--- src/rtl/bc_game_sequencer.sv ---
// Bulls & Cows two-player turn controller: secret entry, guess validation,
// scoring-unit handshake, result hold, win/draw detection and win tallies.
module bc_game_sequencer #(
   parameter int HOLD_CYCLES = 50_000_000,
   parameter int MAX_TURNS   = 10,
   parameter int WIN_W       = 4
) (
   input  logic             clock,
   input  logic             reset,
   input  logic             confirm_tick,
   input  logic [15:0]      entry,
   output logic             score_start,
   output logic [15:0]      score_guess,
   output logic [15:0]      score_secret,
   input  logic             score_done,
   input  logic [2:0]       score_bulls,
   input  logic [2:0]       score_cows,
   output logic [3:0]       phase,
   output logic             player,
   output logic [2:0]       last_bulls,
   output logic [2:0]       last_cows,
   output logic [3:0]       turn_cnt,
   output logic [WIN_W-1:0] wins_j1,
   output logic [WIN_W-1:0] wins_j2
);

   localparam int HOLD_W = (HOLD_CYCLES > 1) ? $clog2(HOLD_CYCLES) : 1;
   localparam logic [HOLD_W-1:0] HOLD_LAST = HOLD_W'(HOLD_CYCLES - 1);
   localparam logic [3:0]        TURN_MAX  = 4'(MAX_TURNS);

   // Encoding doubles as the phase code seen by the display encoder.
   typedef enum logic [3:0] {
      ST_SET_J1 = 4'd0,
      ST_SET_J2 = 4'd1,
      ST_TURN   = 4'd2,
      ST_SCORE  = 4'd3,
      ST_SHOW   = 4'd4,
      ST_ERR    = 4'd5,
      ST_WIN    = 4'd6,
      ST_DRAW   = 4'd7
   } state_t;

   state_t            state, state_nxt, ret_state, ret_state_nxt;
   logic              player_nxt, score_start_nxt;
   logic [15:0]       secret_j1, secret_j1_nxt, secret_j2, secret_j2_nxt;
   logic [15:0]       score_guess_nxt, score_secret_nxt;
   logic [3:0]        cnt_j1, cnt_j1_nxt, cnt_j2, cnt_j2_nxt, turn_cnt_nxt;
   logic [2:0]        last_bulls_nxt, last_cows_nxt;
   logic [WIN_W-1:0]  wins_j1_nxt, wins_j2_nxt;
   logic [HOLD_W-1:0] hold_cnt, hold_cnt_nxt;
   logic              entry_valid;

   // Four BCD digits, each 0..9, no digit repeated.
   function automatic logic entry_ok(input logic [15:0] e);
      logic [3:0] d [4];
      logic       ok;
      ok = 1'b1;
      for (int i = 0; i < 4; i++) d[i] = e[4*i +: 4];
      for (int i = 0; i < 4; i++) begin
         if (d[i] > 4'd9) ok = 1'b0;
         for (int j = i + 1; j < 4; j++)
            if (d[i] == d[j]) ok = 1'b0;
      end
      return ok;
   endfunction

   function automatic logic [3:0] turn_inc(input logic [3:0] c);
      return (c >= TURN_MAX) ? c : c + 4'd1;
   endfunction

   function automatic logic [WIN_W-1:0] win_inc(input logic [WIN_W-1:0] w);
      return (&w) ? w : w + 1'b1;
   endfunction

   assign entry_valid = entry_ok(entry);
   assign phase       = state;

   always_comb begin
      state_nxt        = state;
      ret_state_nxt    = ret_state;
      player_nxt       = player;
      score_start_nxt  = 1'b0;
      secret_j1_nxt    = secret_j1;
      secret_j2_nxt    = secret_j2;
      score_guess_nxt  = score_guess;
      score_secret_nxt = score_secret;
      cnt_j1_nxt       = cnt_j1;
      cnt_j2_nxt       = cnt_j2;
      last_bulls_nxt   = last_bulls;
      last_cows_nxt    = last_cows;
      wins_j1_nxt      = wins_j1;
      wins_j2_nxt      = wins_j2;

      case (state)
         ST_SET_J1: if (confirm_tick) begin
            if (entry_valid) begin
               secret_j1_nxt = entry;
               state_nxt     = ST_SET_J2;
            end else begin
               ret_state_nxt = ST_SET_J1;
               state_nxt     = ST_ERR;
            end
         end
         ST_SET_J2: if (confirm_tick) begin
            if (entry_valid) begin
               secret_j2_nxt = entry;
               player_nxt    = 1'b0;
               state_nxt     = ST_TURN;
            end else begin
               ret_state_nxt = ST_SET_J2;
               state_nxt     = ST_ERR;
            end
         end
         ST_TURN: if (confirm_tick) begin
            if (entry_valid) begin
               score_guess_nxt  = entry;
               score_secret_nxt = player ? secret_j1 : secret_j2;
               score_start_nxt  = 1'b1;
               state_nxt        = ST_SCORE;
            end else begin
               ret_state_nxt = ST_TURN;
               state_nxt     = ST_ERR;
            end
         end
         ST_SCORE: if (score_done) begin
            last_bulls_nxt = score_bulls;
            last_cows_nxt  = score_cows;
            if (player) cnt_j2_nxt = turn_inc(cnt_j2);
            else        cnt_j1_nxt = turn_inc(cnt_j1);
            if (score_bulls == 3'd4) begin
               if (player) wins_j2_nxt = win_inc(wins_j2);
               else        wins_j1_nxt = win_inc(wins_j1);
               state_nxt = ST_WIN;
            end else begin
               state_nxt = ST_SHOW;
            end
         end
         ST_SHOW: if (hold_cnt == HOLD_LAST) begin
            if (cnt_j1 == TURN_MAX && cnt_j2 == TURN_MAX) begin
               state_nxt = ST_DRAW;
            end else begin
               player_nxt = ~player;
               state_nxt  = ST_TURN;
            end
         end
         ST_ERR: if (hold_cnt == HOLD_LAST) state_nxt = ret_state;
         ST_WIN, ST_DRAW: if (confirm_tick) begin
            state_nxt      = ST_SET_J1;
            player_nxt     = 1'b0;
            secret_j1_nxt  = '0;
            secret_j2_nxt  = '0;
            cnt_j1_nxt     = '0;
            cnt_j2_nxt     = '0;
            last_bulls_nxt = '0;
            last_cows_nxt  = '0;
         end
         default: state_nxt = ST_SET_J1;
      endcase

      // Hold timer runs only while parked in SHOW/ERR; any transition restarts it.
      if (state_nxt == state && (state == ST_SHOW || state == ST_ERR))
         hold_cnt_nxt = hold_cnt + 1'b1;
      else
         hold_cnt_nxt = '0;

      turn_cnt_nxt = player_nxt ? cnt_j2_nxt : cnt_j1_nxt;
   end

   always_ff @(posedge clock or posedge reset) begin
      if (reset) begin
         state        <= ST_SET_J1;
         ret_state    <= ST_SET_J1;
         player       <= 1'b0;
         score_start  <= 1'b0;
         secret_j1    <= '0;
         secret_j2    <= '0;
         score_guess  <= '0;
         score_secret <= '0;
         cnt_j1       <= '0;
         cnt_j2       <= '0;
         turn_cnt     <= '0;
         last_bulls   <= '0;
         last_cows    <= '0;
         wins_j1      <= '0;
         wins_j2      <= '0;
         hold_cnt     <= '0;
      end else begin
         state        <= state_nxt;
         ret_state    <= ret_state_nxt;
         player       <= player_nxt;
         score_start  <= score_start_nxt;
         secret_j1    <= secret_j1_nxt;
         secret_j2    <= secret_j2_nxt;
         score_guess  <= score_guess_nxt;
         score_secret <= score_secret_nxt;
         cnt_j1       <= cnt_j1_nxt;
         cnt_j2       <= cnt_j2_nxt;
         turn_cnt     <= turn_cnt_nxt;
         last_bulls   <= last_bulls_nxt;
         last_cows    <= last_cows_nxt;
         wins_j1      <= wins_j1_nxt;
         wins_j2      <= wins_j2_nxt;
         hold_cnt     <= hold_cnt_nxt;
      end
   end

endmodule
--- config.mk ---
export PLATFORM = sky130hd
export DESIGN_NAME = bc_game_sequencer
export DESIGN_NICKNAME = d
export VERILOG_FILES = /design/src/rtl/bc_game_sequencer.sv
export SDC_FILE = /design/constraint.sdc
export NUM_CORES = 1
export LEC_CHECK = 0
export CAP_MARGIN = 20
export CELL_PAD_IN_SITES_DETAIL_PLACEMENT = 0
export CELL_PAD_IN_SITES_GLOBAL_PLACEMENT = 1
export CORE_AREA = 3 3 123 125
export DETAILED_ROUTE_END_ITERATION = 8
export DIE_AREA = 0 0 126 128
export GPL_TIMING_DRIVEN = 0
export PLACE_DENSITY_LB_ADDON = 0.1
export RECOVER_POWER = 100
export SLEW_MARGIN = 40
export SYNTH_ARGS = -nofsm -noshare
export SYNTH_HDL_FRONTEND = slang
export SYNTH_SLANG_ARGS = --single-unit
--- constraint.sdc ---
create_clock -name clock -period 4.85 [get_ports clock]
set_input_delay 1.2125 -clock clock [delete_from_list [all_inputs] [get_ports clock]]
set_output_delay 1.2125 -clock clock [all_outputs]
set_load 0.02 [all_outputs]
==> impl_metrics.json <==
{
  "cts_buffers": 17,
  "drc_errors": 0,
  "timing.rr.start": "hold_cnt[18]$_DFF_PP0_",
  "place.port_buffers": 68,
  "grt_antenna_before_repair": 0,
  "grt_pass1_wl_mm": 24.3,
  "syn_to_final_growth_pct": 24.5,
  "grt_pass1_vias": 4720,
  "ys_top_cells_by_area": "dfrtp_1 (52%), mux2_1 (6.9%), xor2_1 (5.7%), mux2i_1 (5.5%), nand2_1 (5.4%)",
  "start_kind": "input port",
  "die_y_um": 128,
  "final_cell_mix": "dfrtp_1 (124), nand2_1 (87), dlygate4sd3_1 (59), nor2_1 (44), xor2_1 (39)",
  "holdWs_ps": 479,
  "skew_ps": 9.57,
  "synth_xor_area_frac": 0.0772,
  "vias": 4541,
  "io-pin-count": 82,
  "ys_ff_latch": 124,
  "rsz0062_at_grt": "no",
  "initial_core_util": 0.430,
  "synthSimpleGateAreaFrac": 0.157,
  "required_ps": 5150,
  "report.final.slew_viol_count": 0,
  "syn_inst": 586,
  "hold_end": "score_guess[9]$_DFFE_PP0P_",
  "cts_sinks": 124,
  "fin_crit_sh": 0.846,
  "post-route-cell-area_um2": 7490,
  "wirelength_mm": 14.4,
  "die-width_um": 126,
  "cts.reportedPaths.clkPinSlew_ps": 60,
  "muxShareOfSynthArea": 0.126,
  "status": "finished clean",
  "dpl_cell_area_um2": 6960,
  "clock.fmax_ghz": 0.244,
  "r2r_cells": 6,
  "vdd_drop_max_v": 0.000262,
  "min_path_cells": 1,
  "rows": 43,
  "multiInputGateArea_um2": 2650,
  "synthArstFlopShare": 1.00,
  "final-seq-area_um2": 3100,
  "synthAdderAreaFrac": 0.0146,
  "clk_latency_ps": 420,
  "hold_start": "score_guess[9]$_DFFE_PP0P_",
  "clockBufferDepth": 2,
  "synth_ff_type": "dfrtp_1",
  "synth_compound_area_frac": 0.0691,
  "power_density_nw_per_um2": 401,
  "rrSetupSlack_ps": 1840,
  "drive_gt1_frac": 0.0569,
  "routabilityCongestion": 0.840,
  "hold_path.class": "flop to flop",
  "core_um2": 14000,
  "cts_tree": "yes",
  "grt_max_degree": 75,
  "drt_iter0_markers": 246,
  "setup_viol": 0,
  "final_common_cell": "dfrtp_1",
  "synth_top_family_by_area": "simple AND/OR/NAND/NOR gates",
  "post_cts_buffers": 0,
  "end_kind": "flop",
  "vias_per_cell": 5.25,
  "cts_root_buf": "clkbuf_16",
  "worst_pin_slew_ps": 1080,
  "hold_viol_final": 0,
  "ctsHoldBuffers": 0,
  "criticalPathCategory": "input port to flop",
  "syn_area_um2": 6020,
  "fin_tns_setup_ps": 0,
  "synth_fp_nets": 619,
  "leakage_nw": 3.78,
  "first_pass_iters": 5,
  "wl_per_cell_um": 16.7,
  "dieArea_um2": 16100,
  "arrival_ps": 4400,
  "grtUsageTotal": 0.189,
  "fillers": 1288,
  "nets": 707,
  "antenna_left": 0,
  "r2r-end": "turn_cnt[3]$_DFF_PP0_",
  "ys_types": 55,
  "min_period_ps": 4100,
  "cap_violations": 0,
  "cts-resized-gates": 0,
  "diodes": 0,
  "place_hpwl_mm": 10.1,
  "yosysSeqAreaShare": 0.516,
  "grt_overflow": 0,
  "slew_headroom": 0.274,
  "avgSynthCellArea_um2": 10.3,
  "yosys_warnings": 0,
  "htreeDepth": 4,
  "crit_fanout": 10,
  "synth_edf_count": 0,
  "synth.largest_area_cell": "dfrtp_1",
  "yosysTopAreaCellShare": 0.516
}
## routing by layer
metal	wire length [µm]	track usage	vias up
met4	182	0.0555	0
met3	580	0.0542	17
met5	0	0	-
met1	6410	0.237	2266
met2	7250	0.320	98
li1	-	-	2160
## synthesized netlist by cell type (9+ instances only)
master	instances
dfrtp_1	124
mux2i_1	33
inv_1	25
mux2_1	37
a21oi_1	11
nand2_1	87
nand3_1	15
o21ai_0	31
nand4_1	9
nor2_1	44
xnor2_1	14
nor3_1	12
xor2_1	39
clkbuf_1	25
## power breakdown
group / switching (mW) / internal [mW] / leakage (nW)
combinational: 0.335 / 0.194 / 1.85
sequential: 0.0692 / 1.18 / 1.66
clock: 0.463 / 0.762 / 0.271
total: 0.867 / 2.14 / 3.78
## worst max-delay path: stages
cell	delay (ps)
dlygate4sd3_1	710
xor2_1	180
nor4_1	70
nor4_1	560
and2_0	210
clkbuf_1	210
nand3_1	390
clkbuf_1	430
mux2_1	410
## flip-flops by register name, indices dropped and copies added (netlist names), 4 cells and up
signal and flops:
wins_j1 4, secret_j2 16, cnt_j1 4, turn_cnt 4
secret_j1 16, score_guess 16, cnt_j2 4, wins_j2 4
hold_cnt 26, phase 4, score_secret 16
## layout make-up
type,count,share of cell area
Sequential cell,124,0.414
Multi-Input combinational cell,401,0.354
Timing Repair Buffer,69,0.0946
Clock buffer,19,0.0591
Tap cell,180,0.0301
Buffer,33,0.0170
Clock inverter,11,0.0160
Inverter,28,0.0150
## how the worst max path moves through the flow
stage | from | to | slack [ps] | depth (start not counted)
6_report | entry[8] | score_secret[1]$_DFFE_PP0P_ | 750 | 9
2_1_floorplan | reset | cnt_j1[0]$_DFF_PP0_ | 340 | 1
5_1_grt | entry[8] | score_guess[8]$_DFFE_PP0P_ | 590 | 9
3_5_place_dp | entry[12] | score_secret[1]$_DFFE_PP0P_ | 620 | 9
4_1_cts | entry[12] | score_secret[1]$_DFFE_PP0P_ | 1060 | 9
3_3_place_gp | reset | hold_cnt[20]$_DFF_PP0_ | -1420 | 2
## logic make-up (layout without fill, tap and decap cells)
logic type	Yosys count	after routing
AO/OA/AOI/OAI	67	67
XOR/XNOR	53	53
adder cells (fa/ha/maj)	7	7
buffers and inverters	61	160
flip-flops	124	124
multiplexers	71	71
other	1	1
AND/OR/NAND/NOR	202	202
## per-stage QoR
step | worst slack, ps | cells | utilization | power, mW
after global placement | -1420 | 834 | 0.495 | 1.80
after CTS | 1060 | 865 | 0.538 | 3.07
final | 746 | 865 | 0.535 | 3.01
after detailed placement | 619 | 835 | 0.497 | 1.83
after floorplan | 338 | 586 | - | 1.61
after global routing | 594 | 865 | 0.535 | 3.17
(Power assumes the default switching activity.)
